$ cat src/rtl/perf_monitor_pkg.sv
// perf_monitor shared types: FSM states, counter select codes, defaults.
// Used by perf_monitor and perf_trace_buf.
package perf_monitor_pkg;

  typedef enum logic [1:0] {
    ST_IDLE = 2'd0,
    ST_RUN  = 2'd1,
    ST_DONE = 2'd2
  } pm_state_t;

  localparam logic [1:0] SEL_CYC = 2'd0;
  localparam logic [1:0] SEL_STL = 2'd1;
  localparam logic [1:0] SEL_FLS = 2'd2;
  localparam logic [1:0] SEL_RET = 2'd3;

  localparam int CNT_W_DEF      = 32;
  localparam int MAX_CYCLES_DEF = 80;

endpackage

$ cat src/rtl/perf_trace_buf.sv
// Circular buffer of retired PCs with a registered read port.
// Index 0 on the read port addresses the most recent entry.
module perf_trace_buf
  import perf_monitor_pkg::*;
#(
  parameter int DEPTH = 8
) (
  input  logic                     clk_i,
  input  logic                     rst_i,
  input  logic                     clr_i,
  input  logic                     we_i,
  input  logic [31:0]              wdata_i,
  input  logic [$clog2(DEPTH)-1:0] ridx_i,
  output logic [31:0]              rdata_o
);

  localparam int AW = $clog2(DEPTH);

  logic [31:0]   mem [DEPTH];
  logic [AW-1:0] wptr;
  logic [AW-1:0] raddr;

  // wptr points at the next free slot, so newest is wptr-1
  always_comb begin
    raddr = wptr - AW'(1) - ridx_i;
  end

  always_ff @(posedge clk_i or negedge rst_i) begin
    if (!rst_i) begin
      for (int i = 0; i < DEPTH; i++) mem[i] <= '0;
      wptr    <= '0;
      rdata_o <= '0;
    end else if (clr_i) begin
      for (int i = 0; i < DEPTH; i++) mem[i] <= '0;
      wptr    <= '0;
      rdata_o <= '0;
    end else begin
      if (we_i) begin
        mem[wptr] <= wdata_i;
        wptr      <= wptr + AW'(1);
      end
      rdata_o <= mem[raddr];
    end
  end

endmodule

$ cat src/rtl/perf_monitor.sv
// Pipeline performance monitor: cycle/stall/flush/retire counters.
// Optional retired-PC trace when PERF_TRACE_EN is defined.
module perf_monitor
  import perf_monitor_pkg::*;
#(
  parameter int CNT_W       = CNT_W_DEF,
  parameter int MAX_CYCLES  = MAX_CYCLES_DEF,
  parameter int TRACE_DEPTH = 8
) (
  input  logic             clk_i,
  input  logic             rst_i,
  input  logic             start_i,
  input  logic             clr_i,
  input  logic             stall_i,
  input  logic             flush_i,
  input  logic             retire_i,
  input  logic [31:0]      pc_i,
  input  logic [1:0]       sel_i,
  output logic [CNT_W-1:0] rdata_o,
  output logic             running_o,
  output logic             done_o
`ifdef PERF_TRACE_EN
  ,
  input  logic [$clog2(TRACE_DEPTH)-1:0] trace_idx_i,
  output logic [31:0]                    trace_pc_o
`endif
);

  localparam int XW = (CNT_W > 32) ? CNT_W : 32;

  pm_state_t        st_q, st_d;
  logic [CNT_W-1:0] cyc_q, stl_q, fls_q, ret_q;
  logic [CNT_W-1:0] cyc_d, stl_d, fls_d, ret_d;
  logic [CNT_W-1:0] rd_d;
  logic             cnt_en;
  logic             hit;

  function automatic logic [CNT_W-1:0] sat_inc(
    input logic [CNT_W-1:0] v,
    input logic             en
  );
    return (en && (v != '1)) ? v + 1'b1 : v;
  endfunction

  // a paused window (start low) does not count that cycle
  assign cnt_en = (st_q == ST_RUN) && start_i;

  always_comb begin
    cyc_d = sat_inc(cyc_q, cnt_en);
    stl_d = sat_inc(stl_q, cnt_en && stall_i && !flush_i);
    fls_d = sat_inc(fls_q, cnt_en && flush_i);
    ret_d = sat_inc(ret_q, cnt_en && retire_i);
    if (clr_i) begin
      cyc_d = '0;
      stl_d = '0;
      fls_d = '0;
      ret_d = '0;
    end
  end

  assign hit = cnt_en && (XW'(cyc_d) == XW'(MAX_CYCLES));

  always_comb begin
    st_d = st_q;
    if (clr_i) begin
      st_d = ST_IDLE;
    end else begin
      unique case (st_q)
        ST_IDLE: if (start_i) st_d = ST_RUN;
        ST_RUN: begin
          if (!start_i) st_d = ST_IDLE;
          else if (hit) st_d = ST_DONE;
        end
        ST_DONE: st_d = ST_DONE;
        default: st_d = ST_IDLE;
      endcase
    end
  end

  always_comb begin
    rd_d = '0;
    unique case (sel_i)
      SEL_CYC: rd_d = cyc_d;
      SEL_STL: rd_d = stl_d;
      SEL_FLS: rd_d = fls_d;
      SEL_RET: rd_d = ret_d;
      default: rd_d = '0;
    endcase
  end

  always_ff @(posedge clk_i or negedge rst_i) begin
    if (!rst_i) begin
      st_q      <= ST_IDLE;
      cyc_q     <= '0;
      stl_q     <= '0;
      fls_q     <= '0;
      ret_q     <= '0;
      rdata_o   <= '0;
      running_o <= 1'b0;
      done_o    <= 1'b0;
    end else begin
      st_q      <= st_d;
      cyc_q     <= cyc_d;
      stl_q     <= stl_d;
      fls_q     <= fls_d;
      ret_q     <= ret_d;
      rdata_o   <= rd_d;
      running_o <= (st_d == ST_RUN);
      done_o    <= (st_d == ST_DONE);
    end
  end

`ifdef PERF_TRACE_EN
  perf_trace_buf #(
    .DEPTH (TRACE_DEPTH)
  ) u_trace (
    .clk_i   (clk_i),
    .rst_i   (rst_i),
    .clr_i   (clr_i),
    .we_i    (cnt_en && retire_i),
    .wdata_i (pc_i),
    .ridx_i  (trace_idx_i),
    .rdata_o (trace_pc_o)
  );
`else
  logic unused_trace;
  assign unused_trace = ^{pc_i, 32'(TRACE_DEPTH)};
`endif

endmodule

$ cat config.mk
export PLATFORM = sky130hd
export DESIGN_NAME = perf_monitor
export DESIGN_NICKNAME = d
export VERILOG_FILES = /design/src/rtl/perf_monitor_pkg.sv /design/src/rtl/perf_trace_buf.sv /design/src/rtl/perf_monitor.sv
export SDC_FILE = /design/constraint.sdc
export NUM_CORES = 1
export LEC_CHECK = 0
export BUFFER_PORTS_ARGS = -buffer_cell sky130_fd_sc_hd__buf_2
export CORE_ASPECT_RATIO = 0.9
export CORE_MARGIN = 5
export CORE_UTILIZATION = 30
export CTS_BUF_LIST = sky130_fd_sc_hd__clkbuf_4 sky130_fd_sc_hd__clkbuf_8 sky130_fd_sc_hd__clkbuf_16
export CTS_CLUSTER_DIAMETER = 200
export DETAILED_ROUTE_END_ITERATION = 12
export PLACE_DENSITY_LB_ADDON = 0.08
export SLEW_MARGIN = 25
export SYNTH_ARGS = -nofsm -noshare
export SYNTH_HDL_FRONTEND = slang
export SYNTH_SLANG_ARGS = --single-unit
$ cat constraint.sdc
create_clock -name clk_i -period 4.4 [get_ports clk_i]
set_input_delay 0.22 -clock clk_i [delete_from_list [all_inputs] [get_ports clk_i]]
set_output_delay 0.22 -clock clk_i [all_outputs]
set_load 0.05 [all_outputs]
==> summary.md <==
| Metric | Value |
|---|---|
| Simple-gate share of the synthesized area | `27.31%` |
| CP Data Required Time | `4.69 ns` |
| MaxCap Viol Count | `0` |
| Sw Ratio | `24.46%` |
| Period utilization | `79.69%` |
| Dpl hpwl | `21010 um` |
| Compound-Gate Fraction of Synth Area | `9.688%` |
| Synth Flop Type | `dfrtp_1` |
| Max clock buf depth | `2` |
| Yosys warnings | `0` |
| Vias in the first global route | `6974` |
| Initial core utilization | `30.43%` |
| Cell Area, Synth | `8782 um2` |
| Clk pwr share | `48.5%` |
| I/O Pins | `75` |
| Worst-path fanout max | `13` |
| Worst-path clk slew | `0.07 ns` |
| Cells on worst reg2reg path | `9` |
| Worst Setup End Kind | `flop` |
| CP Cell Sequence | `ha_1 > and4_1 > nand4_1 > nor4b_1 > mux2i_1 > nand4b_1 > nor4_1 > and4_4 > a21boi_0` |
| H-tree Lvls | `4` |
| EDFF count, synth | `0` |
| Clk_skew | `0.01203 ns` |
| Final wirelength | `28530 um` |
| GR Overflow Total | `0` |
| Largest net degree at the start of global routing | `92` |
| Gp weighted congestion | `0.8030` |
| Slew HR | `33.02%` |
| Share of layout cells above drive strength 1 | `13.22%` |
| Max Slew Vio Count | `0` |
| Synthesized area per cell | `9.567 um2` |
| Total CTS buffers | `17` |
| Static Leakage | `4.250 nW` |
| DR pass1 iterations | `4` |
| CTS root buffer | `clkbuf_16` |
| Net count, final | `994` |
| # DRC | `0` |
| Minimum clock period | `3.506 ns` |
| DIE WIDTH | `190.4 um` |
| Crit. path cell count | `9` |
| Adder-cell area share of the yosys netlist | `0.5699%` |
| Overall Global Routing Usage | `17.97%` |
| Arrival time worst endpoint | `3.79 ns` |
| Detail Route Antenna Nets | `0` |
| Status | `complete, no violations` |
| RSZ-0062 raised after global routing | `false` |
| WP buf/inv | `0` |
| Maximum vdd drop | `280.6 uV` |
| Most frequent cells in the layout | `dfrtp_1 (164), nor2_1 (159), nand2_1 (65)` |
| Yosys top cell area share | `46.73%` |
| Dpl cells | `1325` |
| Largest family of logic cells by synthesized area | `simple AND/OR/NAND/NOR gates` |
| Final hold vios | `0` |
| Asr flop ratio synth | `100.0%` |
| Finished Layout Cells | `1357` |
| Initial antenna violation count | `0` |
| Die area | `32800 um2` |
| Net Count, Synth | `963` |
| WHS Path Cells | `3` |
| Worst min path class | `in2reg` |
| Final setup fails | `0` |
| Post-synthesis mux area share | `1.767%` |
| PD cells | `327.6 nW/um2` |
| Synth cell types | `79` |
| First-pass GRT wire length | `44210 um` |
| Net switching power | `0.8022 mW` |
| Via count | `6984` |
| Site row count | `59` |
| Critical path's slowest cell | `nand4_1` |
| Register bit total from synthesis | `164` |
| Top post-synthesis cells by area | `dfrtp_1 (47%), nor2_1 (6.8%), xnor2_1 (6.2%)` |
| CTS tree | `built` |
| Cell taking the most area after synthesis | `dfrtp_1` |
| Setup TNS Final | `0 ns` |
| First DRT Iteration DRCs | `549` |
| Placeable Area | `28860 um2` |
| Combinational share of power | `5.1%` |
| Seq/Total Area, Yosys | `46.73%` |
| Area grow syn2layout | `13.98%` |
| Tightest Pin Transition | `1.004 ns` |
| R2r setup slk | `0.89 ns` |
| IO Port Bufs | `42` |
| Sequential share of power | `46.4%` |
| Most common cell after layout, fill and taps aside | `dfrtp_1` |
| Via density | `5.147` |
| Delay of the slowest critical-path stage | `0.57 ns` |
| Routed length per instance | `21.03 um` |
| Die Y-Extent | `172.3 um` |
| Antenna cells | `0` |
| Cell-internal power | `2.477 mW` |
| CTS sink count | `164` |
| Post-Synth XOR/XNOR Area | `11.26%` |
| Family with the most delay on the worst path | `simple AND/OR/NAND/NOR gates` |
| Clk Latency, worst-skew pair | `0.44 ns` |
| Setup crit start kind | `flop` |
| Fmax | `285.2 MHz` |
| WS Path Type | `reg2reg` |
| Gate Count Post-Synth | `918` |
## metal layers
metal	global-route usage, %	vias to the layer above	wire [um]
li1	-	3336	-
met1	27.33	3476	14700
met2	26.24	149	12180
met3	3.088	23	1213
met4	5.027	0	437
met5	0	-	0
## sequential cells by signal (all words and copies together) (netlist names)
register / flops
running_o: 1
cyc_q: 32
stl_q: 32
fls_q: 32
done_o: 1
rdata_o: 32
ret_q: 32
st_q: 2
## cell type report
| type | count | area, um2 |
|---|---|---|
| Fill cell | 3024 | 18850 |
| Multi-Input combinational cell | 698 | 4446 |
| Sequential cell | 164 | 4104 |
| Tap cell | 396 | 495.5 |
| Clock buffer | 20 | 460.4 |
| Timing Repair Buffer | 51 | 289.0 |
| Clock inverter | 11 | 151.4 |
| Inverter | 17 | 63.81 |
## kinds of logic (layout without fill, tap and decap cells)
| group | after synthesis | count (layout) |
|---|---|---|
| compound gates | 115 | 115 |
| xor+xnor | 112 | 112 |
| fa+ha+maj | 4 | 4 |
| buf+inv | 56 | 99 |
| flops | 164 | 164 |
| mux | 14 | 14 |
| simple gates | 453 | 453 |
## power groups by stage
stage	Clock, mW	Sequential, mW	Combinational (mW)
after global routing	1.70	1.52	0.186
after floorplan	0	1.57	0.0660
after detailed placement	0	1.55	0.171
after CTS	1.64	1.52	0.172
final	1.59	1.52	0.167
after global placement	0	1.55	0.172
## synth_stat cells, types with 4 or more instances
cell type and instances:
a21oi_1 26, buf_1 5, nor2_1 160, clkbuf_1 27
nor2b_1 10, or2_2 7, o221a_2 4, o221ai_1 7
o22ai_1 11, or4_1 7, mux2i_1 8, ha_1 4
o21ai_0 14, xor2_1 49, a221o_1 4, and4_1 15
xnor2_1 62, a211o_1 7, or3_1 4, nor3_1 27
mux2_2 4, and3_1 21, a211oi_1 5, nor4_1 18
and2_1 12, dfrtp_1 164, inv_1 16, nand2_1 65
nor3b_1 4, nand3_1 44, nand4_1 35, buf_4 4
## worst reg2reg max path: cells and delay by family (launching register included)
| kind | cells | cell delay (ns) |
|---|---|---|
| adder cells (fa/ha/maj) | 1 | 0.22 |
| AO/OA/AOI/OAI | 1 | 0.10 |
| multiplexers | 1 | 0.52 |
| flip-flops | 1 | 0.42 |
| AND/OR/NAND/NOR | 6 | 2.11 |
## metrics by stage
stage	hold slack, ns	utilization [%]	power [mW]	setup WS [ns]	cell area (um2)
final	0.2775	34.68	3.279	0.8938	10010
after global routing	0.2845	34.68	3.411	0.6616	10010
after CTS	0.2618	34.68	3.332	0.8957	10010
after detailed placement	0.3678	32.52	1.719	0.9212	9388
after global placement	0.3707	32.52	1.721	0.9624	9388
after floorplan	-0.07559	-	1.635	1.374	8782
## path summary, 6_finish.rpt
check | from | to
max reg2reg | cyc_q[0] | st_q[0]
min reg2reg | stl_q[13] | stl_q[13]
max in group asynchronous | rst_i | ret_q[5]
min in group asynchronous | rst_i | rdata_o[13]
min | start_i | running_o
max | cyc_q[0] | st_q[0]
## timing repair
action / 4_1_cts / 5_1_grt
hold buffers: 1 / 0
resized for setup: 0 / 0
setup buffers: 0 / 0
endpoints found under the hold margin: 89 / 0
Note: power is estimated with default switching activity, not from simulation.
